[src/rtl/life_pkg.sv]
// Shared types and constants for the Game-of-Life generation engine.
// Grid defaults match the 8x8 ring; modules derive their own sizes from parameters.
package life_pkg;

   typedef enum logic [1:0] {
      IDLE = 2'd0,
      ARM  = 2'd1,
      RUN  = 2'd2
   } state_t;

   localparam logic [3:0] BIRTH_CNT   = 4'd3;
   localparam logic [3:0] SURVIVE_CNT = 4'd2;

   localparam int GRID_X  = 8;
   localparam int GRID_Y  = 8;
   localparam int CELLS   = GRID_X * GRID_Y;
   localparam int RUN_LEN = CELLS + GRID_X + 1;
   localparam int WIN_LEN = 2 * GRID_X + 3;

endpackage

[src/rtl/life_rule.sv]
// B3/S23 cell rule: next value of one cell from its 8 (already masked) neighbours.
module life_rule
   import life_pkg::*;
(
   input  logic [7:0] nbr,
   input  logic       centre,
   output logic       alive
);

   logic [3:0] cnt;

   always_comb begin
      cnt = '0;
      for (int i = 0; i < 8; i++) begin
         cnt = cnt + {3'b000, nbr[i]};
      end
   end

   assign alive = (cnt == BIRTH_CNT) | (centre & (cnt == SURVIVE_CNT));

endmodule

[src/rtl/life_gen_engine.sv]
// Reader side of the rotating cell ring: windows the serial cell stream,
// evaluates the next generation and drives the ring's write path.
//
// state | meaning
// IDLE  | no generation pending; waits for step pulse or run level
// ARM   | generation requested; waits for the ring to reach the last cell
// RUN   | streaming one full rotation plus X+1 cells; writes X*Y results
module life_gen_engine
   import life_pkg::*;
#(
   parameter int X     = GRID_X,
   parameter int Y     = GRID_Y,
   parameter int LOG2X = 3,
   parameter int LOG2Y = 3,
   parameter int GEN_W = 16
) (
   input  logic             clk,
   input  logic             reset,
   input  logic             cell_in,
   input  logic             run,
   input  logic             step,
   output logic             nxt_bit,
   output logic             pipe_out,
   output logic [LOG2X-1:0] out_x,
   output logic [LOG2Y-1:0] out_y,
   output logic             busy,
   output logic             gen_done,
   output logic [GEN_W-1:0] gen_count
);

   localparam int CELL_N = X * Y;
   localparam int RUN_N  = CELL_N + X + 1;
   localparam int WIN_N  = 2 * X + 3;
   localparam int POS_W  = LOG2X + LOG2Y;
   localparam int RC_W   = $clog2(RUN_N);

   localparam logic [POS_W-1:0] POS_LAST = POS_W'(CELL_N - 1);
   localparam logic [RC_W-1:0]  RC_LAST  = RC_W'(RUN_N - 1);
   localparam logic [RC_W-1:0]  RC_EVAL  = RC_W'(X + 1);
   localparam logic [RC_W-1:0]  RC_TAIL  = RC_W'(CELL_N);
   localparam logic [LOG2X-1:0] X_LAST   = LOG2X'(X - 1);

   state_t           state;
   state_t           state_nxt;
   logic [POS_W-1:0] pos;
   logic [RC_W-1:0]  rc;
   // The newest window bit is cell_in itself, so only 2X+2 bits are stored.
   logic [WIN_N-2:0] sr;
   logic [WIN_N-1:0] win;
   logic             in_bit;
   logic             evaluate;
   logic             fin;
   logic             rule_out;
   logic [POS_W-1:0] k;
   logic [LOG2X-1:0] kx;
   logic [LOG2Y-1:0] ky;
   logic             edge_l;
   logic             edge_r;
   logic [7:0]       nbr;

   assign in_bit   = ((state == RUN) && (rc >= RC_TAIL)) ? 1'b0 : cell_in;
   assign win      = {sr, in_bit};
   assign evaluate = (state == RUN) && (rc >= RC_EVAL);
   assign k        = POS_W'(rc - RC_EVAL);
   assign kx       = k[LOG2X-1:0];
   assign ky       = k[POS_W-1:LOG2X];
   assign edge_l   = (kx == '0);
   assign edge_r   = (kx == X_LAST);
   assign busy     = (state != IDLE);

   // Taps: row above at 2X..2X+2, own row at X..X+2, row below at 0..2.
   assign nbr = {win[2*X+2] & ~edge_l, win[2*X+1], win[2*X] & ~edge_r,
                 win[X+2]   & ~edge_l,              win[X]   & ~edge_r,
                 win[2]     & ~edge_l, win[1],      win[0]   & ~edge_r};

   life_rule u_rule (
      .nbr    (nbr),
      .centre (win[X+1]),
      .alive  (rule_out)
   );

   always_ff @(posedge clk) begin
      if (reset) begin
         state <= IDLE;
      end else begin
         state <= state_nxt;
      end
   end

   always_comb begin
      state_nxt = state;
      case (state)
         IDLE: if (step || run)      state_nxt = ARM;
         ARM:  if (pos == POS_LAST)  state_nxt = RUN;
         RUN:  if (rc == RC_LAST)    state_nxt = run ? ARM : IDLE;
         default:                    state_nxt = IDLE;
      endcase
   end

   always_ff @(posedge clk) begin
      if (reset) begin
         pos       <= '0;
         rc        <= '0;
         sr        <= '0;
         nxt_bit   <= 1'b0;
         pipe_out  <= 1'b0;
         out_x     <= '0;
         out_y     <= '0;
         fin       <= 1'b0;
         gen_done  <= 1'b0;
         gen_count <= '0;
      end else begin
         pos <= (pos == POS_LAST) ? '0 : pos + 1'b1;
         rc  <= (state == RUN) ? rc + 1'b1 : '0;
         // Clearing on entry to RUN makes the rows above row 0 read as dead.
         sr  <= ((state == ARM) && (pos == POS_LAST)) ? '0 : win[WIN_N-2:0];

         nxt_bit  <= evaluate;
         pipe_out <= evaluate & rule_out;
         if (evaluate) begin
            out_x <= kx;
            out_y <= ky;
         end

         fin      <= (state == RUN) && (rc == RC_LAST);
         gen_done <= fin;
         if (fin) begin
            gen_count <= gen_count + 1'b1;
         end
      end
   end

endmodule

[config.mk]
export PLATFORM = sky130hd
export DESIGN_NAME = life_gen_engine
export DESIGN_NICKNAME = d
export VERILOG_FILES = /design/src/rtl/life_pkg.sv /design/src/rtl/life_rule.sv /design/src/rtl/life_gen_engine.sv
export SDC_FILE = /design/constraint.sdc
export NUM_CORES = 1
export LEC_CHECK = 0
export ABC_AREA = 1
export CAP_MARGIN = 20
export CORE_MARGIN = 5
export CORE_UTILIZATION = 35
export CTS_CLUSTER_SIZE = 24
export DETAILED_ROUTE_END_ITERATION = 16
export SYNTH_ARGS = -nofsm -noshare
export SYNTH_HDL_FRONTEND = slang
export SYNTH_SLANG_ARGS = --single-unit
[constraint.sdc]
create_clock -name clk -period 4.9 [get_ports clk]
set_input_delay 0.49 -clock clk [delete_from_list [all_inputs] [get_ports clk]]
set_output_delay 0.49 -clock clk [all_outputs]
set_load 0.02 [all_outputs]
Yosys cells after proc, flatten, opt, wreduce, memory -nomap -nowiden

Index checks and enable logic that the tools add are counted.

Input bits: 5
Output and inout port bits: 26
Word-level logic and storage cells: 64
Flip-flop bits (word level): 59

Reductions and logical operators: 12
Multiplexer cells: 6
Bitwise gates (word level): 12
Equal/unequal tests: 10
$lt $le $gt $ge: 2
Add/sub/neg operators: 11

Operator list:

| kind                                                                                | count |
|---|---|
| 4-bit by 1-bit adder with 4-bit output                                              | 6 |
| 16-bit by 1-bit adder with 16-bit output, second input constant                     | 1 |
| 1-bit bitwise AND                                                                   | 8 |
| 4-bit by 2-bit == test with 1-bit output, second input constant                     | 2 |
| 7-bit by 1-bit adder with 7-bit output, second input constant                       | 1 |
| 7-bit == test, second input constant                                                | 1 |
| 7-bit by 4-bit greater-or-equal comparator with 1-bit output, second input constant | 1 |
| 7-bit greater-or-equal comparator, second input constant                            | 1 |
| 6-bit by 1-bit adder with 6-bit output, second input constant                       | 1 |
| 6-bit == test, second input constant                                                | 1 |
| 2-bit two-way mux                                                                   | 3 |
| 2-bit case mux with 3 select lines                                                  | 1 |
| 2-bit OR reduction                                                                  | 3 |
| 6-bit by 4-bit subtractor with 6-bit output, second input constant                  | 1 |
| 1-bit logical AND                                                                   | 4 |
| 2-bit != test, second input constant                                                | 2 |
| 3-bit == test, second input constant                                                | 1 |
| 3-bit logical NOT                                                                   | 1 |
| 1-bit inverter                                                                      | 3 |
| 3-bit AND reduction                                                                 | 1 |
| 1-bit by 1-bit adder with 2-bit output                                              | 1 |
| 2-bit by 1-bit == test with 1-bit output, second input constant                     | 1 |
| 2-bit == test, second input constant                                                | 1 |
| 2-bit logical NOT                                                                   | 1 |
| other kinds (5)                                                                     | 6 |

Logic depth before layout (Yosys ltp)

Gate-level depths: netlist of run 1.

Depth after elaboration: 15
Depth in mapped cells: 14
Depth with buffers taken out: 14

By module

A second synthesis of run 1 with hierarchy kept.

Cell total of the unflattened synthesis: 361
Area total of the unflattened synthesis: 2676.3 µm²

By module, submodules not included:

| module          | times used | seq. area each (µm²) | cells each | area an instance (µm²) |
|---|---|---|---|---|
| life_gen_engine | 1          | 1181.1               | 333        | 2476.1 |
| life_rule       | 1          | 0.0                  | 28         | 200.2 |

Least setup slack after synthesis of run 1

No wires, ideal clock.

Kind: register to register
Start: reg rc[0]
End: reg pipe_out
Data arrival time: 3659 ps
Period minus slack after synthesis: 3732 ps
Cell stages (with the launch flop): 15
Library setup time: 73 ps
Slack: 1168 ps
Path buffers: 0
Data required time: 4827 ps
Cell sequence: dfxtp_1 -> inv_1 -> ha_1 -> xnor2_1 -> nor2_1 -> nor2_1 -> ha_1 -> fa_1 -> fa_1 -> inv_1 -> fa_1 -> fa_1 -> a21oi_1 -> nand2_1 -> nor3_2

Cells in the longest elaborated chain, start to end: 15
Elaborated cells between the ends (all ways): 28
Classes of those cells: add/sub (8); order compare (2); eq/ne (3); mux (1); bitwise (11); reduce/logical (3)

Ends and longest elaborated chain:

| element                                             | line                                                                | text |
|---|---|---|
| start: declaration                                  | life_gen_engine.sv:46                                               | `logic [RC_W-1:0] rc;` |
| start signal: assignment                            | life_gen_engine.sv:114                                              | `rc <= (state == RUN) ? rc + 1'b1 : '0;` |
| 6-bit by 4-bit subtractor with 6-bit output (*)     | life_gen_engine.sv:64                                               | `assign k = POS_W'(rc - RC_EVAL);` |
| named net k[0]                                      | life_gen_engine.sv:54                                               | `logic [POS_W-1:0] k;` |
| 3-bit == test                                       | life_gen_engine.sv:68                                               | `assign edge_r = (kx == X_LAST);` |
| 1-bit inverter                                      | life_gen_engine.sv:72, life_gen_engine.sv:73, life_gen_engine.sv:74 |  |
| 1-bit bitwise AND                                   | life_gen_engine.sv:74                                               | `win[2] & ~edge_l, win[1], win[0] & ~edge_r};` |
| 1-bit by 1-bit adder with 2-bit output              | life_rule.sv:15                                                     | `cnt = cnt + {3'b000, nbr[i]};` |
| 4-bit by 1-bit adder with 4-bit output (5 in a row) | life_rule.sv:15                                                     |  |
| 4-bit by 1-bit adder with 4-bit output (*)          | life_rule.sv:15                                                     |  |
| 4-bit by 2-bit == test with 1-bit output            | life_rule.sv:19                                                     | `assign alive = (cnt == BIRTH_CNT) \| (centre & (cnt == SURVIVE_CNT));` |
| 1-bit bitwise AND                                   | life_rule.sv:19                                                     |  |
| 1-bit bitwise OR (*)                                | life_rule.sv:19                                                     |  |
| 1-bit bitwise AND (*)                               | life_gen_engine.sv:119                                              | `pipe_out <= evaluate & rule_out;` |
| end signal: assignment                              | life_gen_engine.sv:119                                              |  |
| end: declaration                                    | life_gen_engine.sv:23                                               | `output logic pipe_out,` |

Mark *: on every way through the listed nets, which the timed path passes. The rest lies on a longest branch.
A chain may end at the register's enable or synchronous reset.

Worst setup path in the final report of run 1

Ends and elaborated chain as after synthesis.

==> results of run 1 <==
## layout by cell type, fill, tap and decap left out, types with 3 or more instances in the layout
| master | count |
|---|---|
| nor2_1 | 70 |
| ha_1 | 10 |
| clkdlybuf4s50_1 | 30 |
| o21ai_0 | 12 |
| nand2_2 | 4 |
| dfxtp_1 | 59 |
| nor3_1 | 3 |
| nand3_1 | 18 |
| nor2_4 | 3 |
| clkbuf_8 | 11 |
| nor2_2 | 4 |
| nand2_1 | 76 |
| inv_1 | 55 |
| fa_1 | 4 |
| xnor2_1 | 3 |
| clkinv_2 | 4 |
| a21oi_1 | 19 |
## path summary, 6_finish.rpt
kind,endpoint,slack (ns),from
hold reg to reg,sr[4],0.41,sr[3]
setup / recovery,pipe_out,0.90,rc[0]
hold / removal,sr[4],0.41,sr[3]
setup reg to reg,pipe_out,0.90,rc[0]
## logic make-up after synthesis
kind of cell | count (synthesis) | synth area share (%)
and+or+nand+nor | 185 | 29.8
xor gates and xnor gates | 4 | 1.32
AOI/OAI and AO/OA | 33 | 6.37
buffers and inverters | 64 | 10.3
DFF | 59 | 44.5
adders and majority gates | 14 | 7.73
## power by group
part           internal [mW]  switching [mW]  leakage, nW  total [mW]
Clock                  0.207           0.189       0.0949       0.396
Sequential             0.484         0.00243        0.477       0.486
Combinational         0.0113          0.0165        0.743      0.0279
## stage by stage
| stage | std cells | total power, mW | instance area (um2) | hold WS [ns] | setup WS [ns] |
|---|---|---|---|---|---|
| 2_1_floorplan | 359 | 0.517 | 2650 | 0.394 | 1.17 |
| 3_3_place_gp | 482 | 0.525 | 3030 | 0.394 | 1.03 |
| 3_5_place_dp | 482 | 0.526 | 3030 | 0.400 | 0.910 |
| 4_1_cts | 498 | 0.920 | 3210 | 0.412 | 0.891 |
| 5_1_grt | 498 | 0.943 | 3210 | 0.427 | 0.638 |
| 6_report | 498 | 0.910 | 3210 | 0.410 | 0.901 |
## sequential cells by signal, summed over array words and instances, names as in the netlist, 2 cells and up
signal     cells
sr            18
out_x          3
state          2
pos            6
rc             7
out_y          3
gen_count     16
## per-layer routing
layer / GRT usage [%] / up-vias
met5: 0 / -
met4: 7.13 / 0
met3: 2.73 / 12
met2: 17.3 / 25
met1: 13.6 / 935
li1: - / 1170
## worst max-delay path, stage by stage, from the launching register on
cell and delay [ns]:
dfxtp_1 0.48, inv_1 0.15, ha_1 0.26, xnor2_1 0.16, nor2_1 0.18, nor2_1 0.06, ha_1 0.29, fa_1 0.49
fa_1 0.54, inv_1 0.05, fa_1 0.46, fa_1 0.45, a21oi_1 0.14, nand2_1 0.08, nor3_2 0.14
## final cells by class
type / count / area, um2
Clock buffer: 11 / 151
Clock inverter: 5 / 27.5
Fill cell: 777 / 4130
Inverter: 57 / 214
Multi-Input combinational cell: 236 / 1200
Sequential cell: 59 / 1180
Tap cell: 99 / 124
Timing Repair Buffer: 31 / 308
==> metrics, run 1 <==
outcome=complete, no violations; final period utilization=81.6%; core area=0.00733 mm2; per-cell routed wire length=10.1 um; Power Density=284 mW/mm2; nets=413; Core Util, Final=43.7%; Net Count, Synth=378; max layer used=met4; first-pass GRT wire length=8650 um; Max-Cap Viols=0; DRT iter0 DRCs=41; Area Overhead vs Synth=20.8%; DR vias=2,142; initial antenna violation count=0; sequential area share after synthesis=44.5%; Worst-path clk slew=0.06 ns; RSZ-0062 raised after global routing=false; final setup violation count=0; Hold-fix buffers, CTS=0; Synth Warn #=0; final critical-path required period=4.00 ns; port buffer count=30; post-synthesis cell count=359; Clk Latency, worst-skew pair=0.34 ns; postcts setup bufs=0; synth cell count leaders=nand2_1, nor2_1, dfxtp_1, inv_1, a21oi_1; antenna cells=0; io pins=31; # DRC=0; drt total wl=5010 um; Die Ht=97.1 um; CTS tree=yes; Worst setup SP type=register; total negative slack=0 ns; commonest register cell after synthesis=dfxtp_1; vias in the first global route=1,936; post-synth top area share=44.5%; CTS buffer count=9; Max transition margin=54.2%; CTS Buffer Depth=2; leakage=1.31 nW; layout cells sized above 1=8.02%; Met2 Wirelength=2270 um; row count=31; Mapped Area=0.00265 mm2; maximum VDD drop=115 uV; RePlAce Congestion=0.783; largest net degree at the start of global routing=24; crit end category=register; Synth area leader=dfxtp_1; crit path kind=register to register; WP data required=5.17 ns; Fmax=250 MHz; Yosys reg bits=59; most frequent cell after synthesis=nand2_1; final number of hold-violating endpoints=0; total grt overflow=0; antenna-violating nets left=0; Clock Skew=0.00846 ns; Post-synth EDFFs=0; Synth area leaders=dfxtp_1, nand2_1, nor2_1, inv_1, ha_1; Avg Cell Area, Syn=7.39 um2; Reg2Reg Depth=14; Total GRT Usage=11.1%; Crit Path Max Fanout=8; Initial Util=36.2%; CTS sink count=59; hold path cells=2; hold crit path type=register to register; Detail Placement HPWL=3800 um; First-pass DRT Iterations=4; M1 WL=2430 um; Root Buffer=clkbuf_8; CP Data Arrival Time=4.27 ns; routed wl met3=187 um; Least-Margin Pin Slew=0.686 ns; library cells used by synthesis=28; Die X=97.1 um; max-slew violations=0; Vias/cell=4.30; Async SR Flop Fraction=0%; H-Tree Depth=3; full die area=0.00942 mm2; post-CTS sizing=0
Power figures use the tool's default switching activity.
==> inputs of run 2 (changes only) <==
==> constraint.sdc (replaced) <==
create_clock -name clk -period 4.1 [get_ports clk]
set_input_delay 0.41 -clock clk [delete_from_list [all_inputs] [get_ports clk]]
set_output_delay 0.41 -clock clk [all_outputs]
set_load 0.02 [all_outputs]
==> run 2 against run 1 <==
Effect of this change:
- core utilization is 1.2 points higher
- combinational power is 22% higher
- non-clock buffer count is 1 higher
- flip-flop and latch count stayed put
- via count is 1.2% higher
- first-iteration DRC count is 68% higher
- worst setup slack worse by 0.59 ns
- worst hold slack worse by 0.0042 ns
- die area stayed put
- count of clock-buffer cells in the layout is 1 lower
- critical path depth stayed put
- critical path type unchanged
- critical endpoint unchanged
==> metrics, run 2 (synthesized netlist as in run 1, its figures left out) <==
Root Buffer=clkbuf_8; outcome=complete, no violations; postcts setup bufs=0 (unchanged); commonest non-fill, non-tap cells in the layout=nand2_1, nor2_1, dfxtp_1, inv_1, clkdlybuf4s50_1; vias in the first global route=2,044 (+5.6%); drt total wl=5090 um (+1.7%); Biggest register=sr; Area Overhead vs Synth=24.1%; hold crit path type=register to register; Total GRT Usage=11.9% (+0.77 points); port buffer count=30 (unchanged); largest net degree at the start of global routing=24 (unchanged); Register Area=0.00118 mm2 (+0.11%); full die area=0.00942 mm2 (unchanged); DRT iter0 DRCs=69 (+68%); final setup violation count=0 (unchanged); Die Ht=97.1 um (unchanged); Least-Margin Pin Slew=0.736 ns (+0.0508 ns); crit end category=register; Fmax=264 MHz (+5.6%); row count=31 (unchanged); multi-input logic area=0.00121 mm2 (+0.83%); leakage=1.36 nW (+3.4%); CTS tree=yes; crit path kind=register to register; Initial Util=36.2% (unchanged); core area=0.00733 mm2 (unchanged); per-cell routed wire length=10.2 um (+1.5%); total grt overflow=0 (unchanged); WP data required=4.38 ns (-0.79 ns); Detail Placement HPWL=3780 um (-0.62%); layout cells sized above 1=9.00% (+0.98 points); max-slew violations=0 (unchanged); Worst-path clk slew=0.07 ns (about the same); commonest non-fill, non-tap cell in the layout=nand2_1; final critical-path required period=3.79 ns (-0.211 ns); nets=414 (+0.24%); maximum VDD drop=282 uV (+140%); H-Tree Depth=3 (unchanged); Min-Delay Startpoint=sr[11]; RePlAce Congestion=0.849 (+8.5%); Max-Cap Viols=0 (unchanged); CTS Buffer Depth=2 (unchanged); Largest register FFs=18 (unchanged); Total Power=1.27 mW (+40%); Critical Path Start=rc[1]; io pins=31 (unchanged); Power Density=385 mW/mm2 (+36%); CP Data Arrival Time=4.06 ns (-0.21 ns); antenna-violating nets left=0 (unchanged); total negative slack=0 ns (unchanged); Crit Path Max Fanout=5 (-3); first-pass GRT wire length=9120 um (+5.5%); final period utilization=92.4% (+11 points); Max transition margin=50.8% (-3.4 points); First-pass DRT Iterations=4 (unchanged); CTS buffer count=9 (unchanged); final number of hold-violating endpoints=0 (unchanged); Worst setup SP type=register; fillcell total=773 (-0.51%); Vias/cell=4.34 (+1.0%); antenna cells=0 (unchanged); RSZ-0062 raised after global routing=false; critical register-to-register path startpoint=rc[1]; biggest regs=sr: 18 flops, gen_count: 16 flops, rc: 7 flops; Die X=97.1 um (unchanged); initial antenna violation count=0 (unchanged); CTS sink count=59 (unchanged); Clock Skew=0.00674 ns (-0.00172 ns); Clk Latency, worst-skew pair=0.34 ns (about the same); # DRC=0 (unchanged); DR vias=2,168 (+1.2%)
[run 2: worst paths after layout]
| check | to | slack, ns | cells after the start |
|---|---|---|---|
| max reg2reg | pipe_out | 0.31 | 14 |
| min reg2reg | sr[12] | 0.41 | 2 |
| min | sr[12] | 0.41 | 2 |
| max | pipe_out | 0.31 | 14 |
[run 2: what timing repair did]
action,in CTS,in global routing
gates resized for setup,0,3
hold buffers,0,0
setup endpoints to repair,0,1
[run 2: final cells by class]
type	instances	share of cell area (%)
tap	99	3.76
timing repair buffer	32	9.57
clock inverter	6	3.38
inverter	57	6.49
sequential	59	35.9
multi-input combinational	236	36.7
clock buffer	10	4.18
[run 2: through the flow]
stage	setup WS, ns	instances	instance area [um2]	hold slack, ns	util, %
finish	0.312	499	3290	0.406	44.9
global route	0.0491	499	3290	0.419	44.9
CTS	0.153	499	3280	0.410	44.8
detailed placement	0.176	483	3030	0.403	41.4
global placement	0.304	483	3030	0.399	41.4
floorplan	0.368	359	2650	0.394	-
[run 2: report_power, final]
| part | switching [mW] | internal [mW] | leakage, nW |
|---|---|---|---|
| sequential | 0.00292 | 0.578 | 0.477 |
| clock | 0.234 | 0.421 | 0.123 |
| combinational | 0.0205 | 0.0136 | 0.759 |
| total | 0.257 | 1.01 | 1.36 |
[run 2: per-layer routing]
layer / track usage, % / up-vias / wire (um)
met5: 0 / - / 0
met4: 5.51 / 0 / 110
met3: 4.24 / 10 / 238
met2: 19.3 / 30 / 2350
met1: 14.0 / 957 / 2400
li1: - / 1171 / -
[run 2: critical path, stage by stage, from the launching register on]
cell and delay, ns:
dfxtp_2 0.38, inv_1 0.10, ha_1 0.24, xnor2_2 0.16
nor2_2 0.15, nor2_1 0.06, ha_1 0.29, fa_1 0.49
fa_1 0.55, inv_1 0.06, fa_1 0.45, fa_1 0.40
a21oi_1 0.17, nand2_1 0.08, nor3_2 0.13
==> inputs of run 3 (changes only) <==
--- a/config.mk
+++ b/config.mk
@@ -7,6 +7,7 @@
 export LEC_CHECK = 0
 export ABC_AREA = 1
 export CAP_MARGIN = 20
+export CORE_ASPECT_RATIO = 0.6
 export CORE_MARGIN = 5
 export CORE_UTILIZATION = 35
 export CTS_CLUSTER_SIZE = 24
==> run 3 against run 2 <==
Effect of this change:
- via count unchanged
- wire length is 5.4% higher
- fmax decreased by 1.1%
- register-to-register slack got worse by 0.04 ns
- non-clock buffer count up 1
- worst hold slack got worse by 0.0014 ns
- sequential share of layout area decreased by 0.42 points
- clock skew is 0.0022 ns lower
- power increased by 0.95%
- first-iteration DRC count up 72%
==> metrics, run 3 (synthesized netlist as in run 1, its figures left out) <==
multi-input logic area=0.00121 mm2 (unchanged); Max-Cap Viols=0 (unchanged); leakage=1.38 nW (+1.5%); largest net degree at the start of global routing=24 (unchanged); Worst-path clk slew=0.05 ns (-0.02 ns); Min-Delay Startpoint=sr[11]; Fmax=261 MHz (-1.1%); Vias/cell=4.29 (-1.2%); slowest stage cell on the critical path=fa_1; sw power=0.267 mW (+4.1%); vias in the first global route=2,018 (-1.3%); Logic pwr share=2.7% (about the same); Clock Power Share=51.8% (+0.2 points); CP Data Arrival Time=4.08 ns (+0.02 ns); reg2reg end=pipe_out; biggest regs=sr: 18 flops, gen_count: 16 flops, rc: 7 flops; antenna cells=0 (unchanged); First-pass DRT Iterations=4 (unchanged); final number of hold-violating endpoints=0 (unchanged); per-cell routed wire length=10.6 um (+4.1%); Core Util, Final=45.4% (+0.50 points); critical path's largest stage delay=0.54 ns (about the same); full die area=0.00948 mm2 (+0.61%); Max transition margin=62.7% (+12 points); crit path cell chain=inv_1 -> ha_1 -> xnor2_2 -> nor2_2 -> nor2_1 -> ha_1 -> fa_1 -> fa_1 -> inv_1 -> fa_1 -> fa_1 -> a21oi_1 -> nand2_1 -> nor3_2; commonest non-fill, non-tap cell in the layout=nand2_1; Largest register FFs=18 (unchanged); H-Tree Depth=3 (unchanged); port buffer count=30 (unchanged); antenna-violating nets left=0 (unchanged); RePlAce Congestion=0.829 (-2.3%); CP most frequent cell=fa_1; CTS Buffer Depth=2 (unchanged); maximum VDD drop=171 uV (-39%); total negative slack=0 ns (unchanged); total grt overflow=0 (unchanged); Critical Path Start=rc[1]; Total GRT Usage=12.4% (+0.56 points); Die X=122 um (+26%); Initial Util=36.2% (about the same); DR vias=2,168 (unchanged); nets=415 (+0.24%); drt total wl=5370 um (+5.4%); CTS tree=yes; Total Power=1.28 mW (+0.95%); WP data required=4.35 ns (-0.03 ns); Clk Latency, worst-skew pair=0.32 ns (-0.02 ns); layout cells sized above 1=8.73% (-0.27 points); Clock Skew=0.00449 ns (-0.00225 ns); Least-Margin Pin Slew=0.554 ns (-0.183 ns); Area Overhead vs Synth=25.5%; Power Density=385 mW/mm2 (-0.12%); io pins=31 (unchanged); Cell Int Power=1.01 mW (+0.16%); crit end category=register; CTS sink count=59 (unchanged); Worst setup SP type=register; worst setup path endpoint=pipe_out; Detail Placement HPWL=3890 um (+3.0%); core area=0.00733 mm2 (about the same); postcts setup bufs=0 (unchanged); row count=24 (-23%); hold crit path type=register to register; final critical-path required period=3.83 ns (+0.0404 ns); initial antenna violation count=0 (unchanged); final setup violation count=0 (unchanged); commonest non-fill, non-tap cells in the layout=nand2_1, nor2_1, dfxtp_1, inv_1, clkdlybuf4s50_1; R2R setup slack=0.27 ns (-0.04 ns); DRT iter0 DRCs=119 (+72%); crit path kind=register to register; RSZ-0062 raised after global routing=false; Sw Share=20.9% (+0.62 points); outcome=complete, no violations; Register Area=0.00118 mm2 (-0.11%); Reg power frac=45.4% (-0.4 points); Crit Path Max Fanout=5 (unchanged); Root Buffer=clkbuf_16; CTS buffer count=9 (unchanged); final period utilization=93.4% (+0.98 points); # DRC=0 (unchanged); fillcell total=768 (-0.65%); Biggest register=sr; Die Ht=77.5 um (-20%); Reg2Reg Depth=14 (unchanged); max-slew violations=0 (unchanged); critical register-to-register path startpoint=rc[1]; first-pass GRT wire length=9300 um (+2.0%)
run 3: per-stage QoR:
stage | setup WS [ns] | instance area, um2 | hold WS, ns | std cells
finish | 0.272 | 3330 | 0.404 | 505
global route | 0.0132 | 3330 | 0.417 | 505
CTS | 0.208 | 3320 | 0.406 | 505
detailed placement | 0.222 | 3050 | 0.402 | 489
global placement | 0.281 | 3050 | 0.394 | 489
floorplan | 0.368 | 2650 | 0.394 | 359
run 3: per-layer routing:
metal	part of all wire, %	track usage, %	vias up
met4	1.7	4.92	0
met5	0	0	-
met1	50	16.3	951
met2	42	18.1	37
met3	5.7	5.31	10
li1	-	-	1170
run 3: power groups by stage:
stage,logic (mW),registers (mW),clock network [mW]
after floorplan,0.0242,0.593,0
after global placement,0.0350,0.594,0
after detailed placement,0.0353,0.594,0
after CTS,0.0354,0.582,0.687
after global routing,0.0411,0.582,0.719
final,0.0348,0.582,0.665
run 3: worst min path at each step:
stage,slack [ns],to,depth (start not counted)
after floorplan,0.39,sr[11],2
after global placement,0.39,sr[4],2
after detailed placement,0.40,sr[4],2
after CTS,0.41,sr[12],2
after global routing,0.42,sr[4],2
final,0.40,sr[12],2
run 3: layout make-up:
| class | count | share of cell area, % |
|---|---|---|
| Multi-Input combinational cell | 236 | 36.3 |
| Inverter | 57 | 6.43 |
| Clock buffer | 11 | 7.29 |
| Timing Repair Buffer | 33 | 9.70 |
| Sequential cell | 59 | 35.5 |
| Tap cell | 104 | 3.91 |
| Clock inverter | 5 | 0.864 |
run 3: what timing repair did:
action                                 4_1_cts  5_1_grt
hold buffers                                 0        0
endpoints found under the hold margin        0        0
setup endpoints to repair                    0        1
gates resized for setup                      0        2
run 3: worst max-delay path, delay by kind of cell, from the launching register on:
family | cells | cell delay [ns]
AO/OA/AOI/OAI | 1 | 0.15
XOR/XNOR | 1 | 0.16
adder cells (fa/ha/maj) | 6 | 2.42
buffers and inverters | 2 | 0.18
flip-flops | 1 | 0.44
AND/OR/NAND/NOR | 4 | 0.40
==> variant: new RTL, settings of run 1 <==
The parameter `LOG2Y` goes from 3 to 4.
--- a/src/rtl/life_gen_engine.sv
+++ b/src/rtl/life_gen_engine.sv
@@ -13,3 +13,3 @@
    parameter int LOG2X = 3,
-   parameter int LOG2Y = 3,
+   parameter int LOG2Y = 4,
    parameter int GEN_W = 16
Ports: changed (resized out_y); port bits go from 31 to 32. No check against the original RTL was run, so the function may have changed too.
==> variant against run 1 <==
Setup slack improved by 0.16 ns; worst hold slack got worse by 0.0020 ns; count of clock-buffer cells in the layout rose by 1; sequential power rose by 3%; synthesized area rose by 2.9%; power rose by 15%; wire length rose by 5.1%; sequential cell count rose by 2; final area rose by 4.6%; die area rose by 2.6%; highest routed layer unchanged.
==> variant: results (changes against run 1) <==
max-clock-path-buffers: 2  # unchanged
placement.cell_area_mm2: 0.00312  # +3.1%
p_clk_share_pct: 49.3  # +5.8 points
grt_start_max_net_pins: 21  # -13%
buffer_area_share_pct: 9.25  # -0.35 points
maximum_fanout_along_the_worst_path: 5  # -3
yosys_register_bits: 61  # +3.4%
register_area_share_after_synthesis_pct: 44.7  # +0.22 points
grt_pass1_wl_mm: 9.07  # +4.9%
reg.largest.list: "sr (18), gen_count (16)"
nClkBuffers: 12  # +1
ir_worst_vdd_uv: 276  # +140%
route.vias.total: 2227  # +4.0%
number_of_placed_instances_taps_included: 481  # -0.21%
finalWirelength_mm: 5.27  # +5.1%
path_delay_family: "adder cells"
detailedPlace.worstSlack_ns: 1.06  # +0.146 ns
final_skew_ns: 0.00760  # -0.000858 ns
leakage_nw: 1.33  # +1.1%
yosys_warnings: 0  # unchanged
detail_route.first_pass.iterations: 5  # +1
multi_input_comb_area_mm2: 0.00126  # +5.0%
grt_util_all_layers_pct: 11.6  # +0.50 points
synthTopCellsByCount: "67 x sky130_fd_sc_hd__nor2_1, 64 x sky130_fd_sc_hd__nand2_1, 61 x sky130_fd_sc_hd__dfxtp_1"
sequential_fraction_of_total_cell_area_pct: 36.4  # -0.44 points
area_share_clock_buf_inv_pct: 6.94  # +1.4 points
ff_latch_area_mm2: 0.00122  # +3.4%
number_of_drc_markers_in_iteration_0: 45  # +9.8%
wire_per_inst_um: 10.6  # +5.6%
nets: 408  # -1.2%
post_cts.resized_instances: 0  # unchanged
drive_gt1_share_pct: 11.2  # +3.1 points
power_combinational_mw: 0.0295  # +6%
vias_in_the_first_global_route: 2039  # +5.3%
synth_largest_type_area_fraction_pct: 44.7  # +0.22 points
fp.dieArea_mm2: 0.00967  # +2.6%
numPortBuffers: 31  # +3.3%
post_synth_num_cell_types: 31  # +11%
routabilityCongestion: 0.801  # +2.4%
outcome: "complete, no violations"
p_int_mw: 0.837  # +19%
non_clock_inverter_count: 54  # -5.3%
timing.critical_path.arrival_ns: 4.11  # -0.16 ns
power_density_mw_per_mm2: 313  # +10%
ranking_of_synthesized_cells_by_area: "sky130_fd_sc_hd__dfxtp_1 45%, sky130_fd_sc_hd__nor2_1 9.2%, sky130_fd_sc_hd__nand2_1 8.8%, sky130_fd_sc_hd__inv_1 6.6%, sky130_fd_sc_hd__ha_1 4.1%"
-- variant: routing by layer --
layer	GRT usage [%]	wire, um
met5	0	0
met4	5.78	97
met3	4.57	303
met2	18.3	2340
met1	13.7	2520
-- variant: path summary, 6_finish.rpt --
kind / start / endpoint / slack [ns] / cells after the start
hold reg to reg: sr[4] / sr[5] / 0.41 / 2
hold / removal: sr[4] / sr[5] / 0.41 / 2
setup reg to reg: rc[0] / pipe_out / 1.06 / 14
setup / recovery: rc[0] / pipe_out / 1.06 / 14
-- variant: kinds of logic after synthesis --
family          after synthesis  share of synthesized area, %
simple gates                179                          30.5
buf+inv                      61                          9.12
flops                        61                          44.7
compound gates               36                          6.97
fa+ha+maj                    13                          7.06
xor+xnor                      5                          1.60
-- variant: worst min-delay path, cell delays in order, from the launching register on --
cell                      delay (ns)
sky130_fd_sc_hd__dfxtp_1        0.30
sky130_fd_sc_hd__inv_1          0.04
sky130_fd_sc_hd__nor2_1         0.03
